### src/rtl/loader_pkg.sv
// Shared types and constants for the instruction-memory boot loader.
package loader_pkg;

    typedef enum logic [1:0] {
        IDLE  = 2'd0,
        LOAD  = 2'd1,
        WRITE = 2'd2,
        DONE  = 2'd3
    } loader_state_t;

    localparam int BYTES_PER_WORD = 4;
    localparam int BYTE_IDX_W     = 2;

endpackage

### src/rtl/imem_loader_word_assembler.sv
// Packs bytes little-endian into a 32-bit word; byte 0 lands in bits [7:0].
module word_assembler
    import loader_pkg::*;
(
    input  logic                  clk,
    input  logic                  n_rst,
    input  logic                  clear_i,
    input  logic                  shift_en_i,
    input  logic [7:0]            byte_i,
    output logic [31:0]           word_o,
    output logic [BYTE_IDX_W-1:0] byte_idx_o,
    output logic                  word_full_o
);

    localparam logic [BYTE_IDX_W-1:0] LAST_IDX = BYTE_IDX_W'(BYTES_PER_WORD - 1);

    logic [31:0]           word_q;
    logic [BYTE_IDX_W-1:0] idx_q;
    logic                  full_q;

    always_ff @(posedge clk) begin
        if (!n_rst) begin
            word_q <= '0;
            idx_q  <= '0;
            full_q <= 1'b0;
        end else if (clear_i) begin
            // Word contents are kept; only the lane pointer restarts.
            idx_q  <= '0;
            full_q <= 1'b0;
        end else if (shift_en_i) begin
            word_q[{idx_q, 3'b000} +: 8] <= byte_i;
            idx_q                        <= idx_q + 1'b1;
            full_q                       <= (idx_q == LAST_IDX);
        end
    end

    assign word_o      = word_q;
    assign byte_idx_o  = idx_q;
    assign word_full_o = full_q;

endmodule

### src/rtl/imem_loader.sv
// Boot loader: streams bytes into instruction memory and holds the core in
// reset until the requested number of words has been written.
module imem_loader
    import loader_pkg::*;
#(
    parameter int ADDR_W = 8
) (
    input  logic              clk,
    input  logic              n_rst,
    input  logic              start,
    input  logic [ADDR_W:0]   len_words,
    input  logic              in_valid,
    input  logic [7:0]        in_data,
    output logic              in_ready,
    output logic              imem_we,
    output logic [ADDR_W-1:0] imem_addr,
    output logic [31:0]       imem_wdata,
    output logic              core_hold,
    output logic              busy,
    output logic              done,
    output logic [ADDR_W:0]   word_count
);

    localparam logic [ADDR_W:0]       MAX_WORDS = {1'b1, {ADDR_W{1'b0}}};
    localparam logic [BYTE_IDX_W-1:0] LAST_IDX  = BYTE_IDX_W'(BYTES_PER_WORD - 1);

    loader_state_t         state_q;
    logic [ADDR_W-1:0]     addr_q;
    logic [ADDR_W:0]       count_q;
    logic [ADDR_W:0]       len_q;

    logic [ADDR_W:0]       count_d;
    logic [ADDR_W:0]       len_d;
    logic                  start_ok;
    logic                  handshake;
    logic                  last_byte;
    logic                  asm_clear;
    logic [31:0]           asm_word;
    logic [BYTE_IDX_W-1:0] asm_idx;
    logic                  asm_full;

    assign start_ok  = start && (state_q == IDLE || state_q == DONE);
    assign handshake = in_valid && in_ready;
    assign last_byte = handshake && (asm_idx == LAST_IDX);
    assign asm_clear = start_ok || (state_q == WRITE);
    assign count_d   = count_q + 1'b1;
    // Saturate so the address counter can never wrap into already-loaded words.
    assign len_d     = (len_words > MAX_WORDS) ? MAX_WORDS : len_words;

    word_assembler u_asm (
        .clk         (clk),
        .n_rst       (n_rst),
        .clear_i     (asm_clear),
        .shift_en_i  (handshake),
        .byte_i      (in_data),
        .word_o      (asm_word),
        .byte_idx_o  (asm_idx),
        .word_full_o (asm_full)
    );

    always_ff @(posedge clk) begin
        if (!n_rst) begin
            state_q <= IDLE;
            addr_q  <= '0;
            count_q <= '0;
            len_q   <= '0;
        end else begin
            case (state_q)
                IDLE, DONE: begin
                    if (start) begin
                        addr_q  <= '0;
                        count_q <= '0;
                        len_q   <= len_d;
                        state_q <= (len_words == '0) ? DONE : LOAD;
                    end
                end
                LOAD: begin
                    if (last_byte) begin
                        state_q <= WRITE;
                    end
                end
                WRITE: begin
                    addr_q  <= addr_q + 1'b1;
                    count_q <= count_d;
                    state_q <= (count_d == len_q) ? DONE : LOAD;
                end
                default: state_q <= IDLE;
            endcase
        end
    end

    assign in_ready   = (state_q == LOAD);
    assign imem_we    = (state_q == WRITE) && asm_full;
    assign imem_addr  = addr_q;
    assign imem_wdata = asm_word;
    assign busy       = (state_q == LOAD) || (state_q == WRITE);
    assign core_hold  = busy;
    assign done       = (state_q == DONE);
    assign word_count = count_q;

endmodule

### config.mk
export PLATFORM = sky130hd
export DESIGN_NAME = imem_loader
export DESIGN_NICKNAME = d
export VERILOG_FILES = /design/src/rtl/loader_pkg.sv /design/src/rtl/imem_loader_word_assembler.sv /design/src/rtl/imem_loader.sv
export SDC_FILE = /design/constraint.sdc
export NUM_CORES = 1
export LEC_CHECK = 0
export ABC_AREA = 1
export CAP_MARGIN = 30
export CELL_PAD_IN_SITES_DETAIL_PLACEMENT = 1
export CELL_PAD_IN_SITES_GLOBAL_PLACEMENT = 1
export CORE_MARGIN = 2
export CORE_UTILIZATION = 32
export CTS_BUF_LIST = sky130_fd_sc_hd__clkbuf_4 sky130_fd_sc_hd__clkbuf_8
export DETAILED_ROUTE_END_ITERATION = 10
export GPL_TIMING_DRIVEN = 0
export PLACE_DENSITY = 0.76
export SYNTH_ARGS = -nofsm -noshare
export SYNTH_HDL_FRONTEND = slang
export SYNTH_SLANG_ARGS = --single-unit
export TNS_END_PERCENT = 30
### constraint.sdc
create_clock -name clk -period 2 [get_ports clk]
set_input_delay 0.4 -clock clk [delete_from_list [all_inputs] [get_ports clk]]
set_output_delay 0.4 -clock clk [all_outputs]
set_load 0.005 [all_outputs]
==> results.md, run 1 <==
- Post-layout min period: between 1.5 and 2 ns
- Syn Std Cell Area: 2970 µm²
- Maxcap violations: 0
- First-pass GRT wire length: 15500 µm
- Critical path's slowest cell: or4_4
- CTS sink count: between 60 and 70
- Placed Cells: 596
- Area Growth Syn to Fin: 44.0%
- Die area: 10100 µm²
- Total GRT Usage: 19.7%
- Grt total ovfl: 0
- Arr. time, crit path: 2.27 ns
- Drt first pass iters: 4
- CP Capture Type: flop
- Leakage: 0.00163 µW
- Ports: between 70 and 80
- Post-route antenna net violation count: 0
- Worst Clk Skew: 0.0111 ns
- Seq/Total Area, Yosys: between 40% and 50%
- Synthesized area per cell: approximately 7.2 µm²
- Status: completed
- Final setup violation count: 0
- Worst Tran Pin Value: between 0.6 and 0.7 ns
- TritonCTS clock tree: yes
- Required @ worst endpoint: 2.29 ns
- CTS buffer count: 9
- Setup_tns: 0 ns
- Synth warn: 0
- Routed via count: approximately 3100
- Final net count: roughly 540
- Layout cells sized above 1: 11.4%
- Hold-fix buffers, CTS: 0
- Peak Freq: about 0.50 GHz
- WS Path Type: reg -> reg
- CP startpoint kind: flop
- R2R cell count: 9
- Max Slew Vio Count: 0
- Syn_nets: between 400 and 500
- Clock Root Buffer: clkbuf_8
- Clock transition at the registers of the reported paths: 0.08 ns
- Rel. slew slack: 58.6%
- Slowest cell delay on critical path: 0.42 ns
- Crit-path cells: inv_1 -> ha_4 -> nand2_8 -> inv_2 -> nor3_4 -> nand2_2 -> buf_6 -> or4_4 -> a21oi_2
- Final Hold Slack: 0.471 ns
- PortBufs: 74
- Antenna violations before repair: 0
- Fill cells: 1159
- Period utilization: between 90% and 100%
- Diode count: 0
- Final design utilization: 47.0%
- H-tree Lvls: 3
- Unrepaired setup endpoints after global routing: true
- Number of global-route vias before repair: 3227
- Wire length per cell: 16.0 µm
- P per Cell Area: 970 nW/µm²
- Final Total Pwr: about 4100 µW
- Synth unique cells: 31
- Max FO, Critical Path: 10
- Routability cong.: 0.864
- Die H: 100 µm
- Hold Path Cell Cnt: 2
- Final Hold Viols: 0
- HPWL Detailed: 7020 µm
- Largest net degree at the start of global routing: 13
- Post-Layout Cell Count: 620
- Clk buf depth: 2
- Synth Register Bits: 63
- Core area: 9110 µm²
- DR DRC count: 0
- Starting Density: 32.6%
- Hold Crit Class: reg -> reg
- Die width: 100 µm
- Total Wirelength: about 9900 µm
- Via-to-Cell Ratio: 5.01
- Post-Syn Instances: 411
- Placement row count: 35
- Peak VDD IR: 392 µV
- DRT iter0 DRCs: a little under 90
- Clock Latency Late Sink: 0.35 ns
[worst max-delay path: cells and delay by family, from the launching register on]
| kind | cells | cell delay [ns] |
|---|---|---|
| and+or+nand+nor | 4 | 0.91 |
| AOI/OAI and AO/OA | 1 | 0.15 |
| buffers and inverters | 3 | 0.28 |
| DFF | 1 | 0.33 |
| adders and majority gates | 1 | 0.26 |
[layout by cell type (no fill, tap or decap), types with 2 or more instances in the layout]
cell type | Yosys | final
nor2_1 | 12 | 12
nor3_1 | 5 | 5
and2_1 | 2 | 2
or3_1 | 24 | 24
inv_1 | 40 | 36
dlymetal6s2s_1 | 0 | 3
clkbuf_8 | 0 | 11
a21oi_1 | 63 | 60
dfxtp_2 | 0 | 4
a21oi_2 | 0 | 3
nand3_1 | 28 | 27
bufinv_16 | 0 | 2
nand2_1 | 111 | 105
clkbuf_1 | 11 | 6
clkinvlp_4 | 0 | 2
and3_1 | 3 | 3
a211oi_1 | 4 | 4
ha_4 | 0 | 2
buf_4 | 1 | 11
or4_1 | 8 | 7
o21ai_1 | 1 | 2
nand2_2 | 1 | 6
nor4_1 | 2 | 2
dfxtp_1 | 63 | 59
buf_6 | 0 | 2
inv_2 | 1 | 5
clkdlybuf4s50_1 | 0 | 70
o21ai_0 | 5 | 4
nand3b_1 | 3 | 3
ha_1 | 12 | 10
[path summary, 6_finish.rpt]
path                    start                to  slack [ns]
max                state_q[0]  u_asm.word_o[22]        0.02
min          u_asm.word_o[24]  u_asm.word_o[24]        0.47
max reg2reg        state_q[0]  u_asm.word_o[22]        0.02
min reg2reg  u_asm.word_o[24]  u_asm.word_o[24]        0.47
[sequential cells by signal (all words and copies together) (netlist names)]
register,flops
imem_addr,8
u_asm.byte_idx_o,2
state_q,2
u_asm.word_o,32
len_q,9
word_count,9
u_asm.word_full_o,1
[final cells by class]
class | count | area, µm² | area share, %
sequential | 63 | 1270 | 29.6
tap | 111 | 139 | 3.25
multi-input combinational | 292 | 1590 | 37.1
clock inverter | 6 | 92.6 | 2.16
clock buffer | 10 | 138 | 3.22
timing repair buffer | 82 | 807 | 18.9
buffer | 14 | 90.1 | 2.11
inverter | 42 | 158 | 3.69
[repair_timing]
item | 4_1_cts | 5_1_grt
pin swaps | 2 | 6
resized for setup | 26 | 24
endpoints found under the setup margin | 47 | 23
buffers inserted | 3 | 5
[stage by stage]
step | area (µm²) | worst slack [ns]
after detailed placement | 3850 | -0.407
after floorplan | 2970 | -0.0183
after global placement | 3850 | -0.384
after CTS | 4170 | -0.0588
after global routing | 4280 | -0.102
final | 4280 | 0.0185
[where the power goes]
part | internal, µW | total (µW) | switching, µW
Sequential | 1360 | 1440 | 80.5
Clock | 742 | 1310 | 569
Combinational | 584 | 1390 | 810
[cell usage after synthesis]
library cell | n | area, µm²
nand2_1 | 111 | 417
inv_2 | 1 | 3.75
nor4_1 | 2 | 12.5
clkbuf_1 | 11 | 41.3
or2_0 | 1 | 6.26
nor3b_1 | 2 | 15.0
o21bai_1 | 1 | 7.51
or4_1 | 8 | 60.1
buf_1 | 1 | 3.75
dfxtp_1 | 63 | 1260
nor2_1 | 12 | 45.0
ha_1 | 12 | 150
inv_1 | 40 | 150
nor3_1 | 5 | 25.0
nand3_1 | 28 | 140
and3_1 | 3 | 18.8
or3_1 | 24 | 150
a211oi_1 | 4 | 30.0
o21ai_1 | 1 | 5.00
or2_2 | 1 | 6.26
o21ai_2 | 1 | 8.76
nand2_2 | 1 | 6.26
o21ai_0 | 5 | 25.0
nand4_1 | 1 | 6.26
nor3_2 | 1 | 10.0
buf_2 | 1 | 5.00
clkinv_1 | 1 | 3.75
nand3b_1 | 3 | 22.5
a21oi_1 | 63 | 315
buf_4 | 1 | 7.51
and2_1 | 2 | 12.5
[metal layers]
metal | wire length (µm) | global-route usage [%] | up-vias
met2 | 4810 | 32.9 | 64
met3 | 367 | 3.97 | 12
met4 | 169 | 8.32 | 0
li1 | - | - | 1552
met5 | 0 | 0 | -
met1 | 4550 | 24.7 | 1476
[kinds of logic (layout without fill, tap and decap cells)]
kind of cell	Yosys count	count (layout)	synth area share, %
compound gates	75	75	13.2
fa+ha+maj	12	12	5.05
buf+inv	56	154	7.24
flops	63	63	42.4
simple gates	205	205	32.1
No activity file was read; power rests on OpenSTA's default activity.
==> run 2, diff against run 1 <==
Settings changed: ABC_CLOCK_PERIOD_IN_PS from default to 2000.
==> results of run 2 <==
The final DEF is identical to that of run 1; final timing and power are the same.
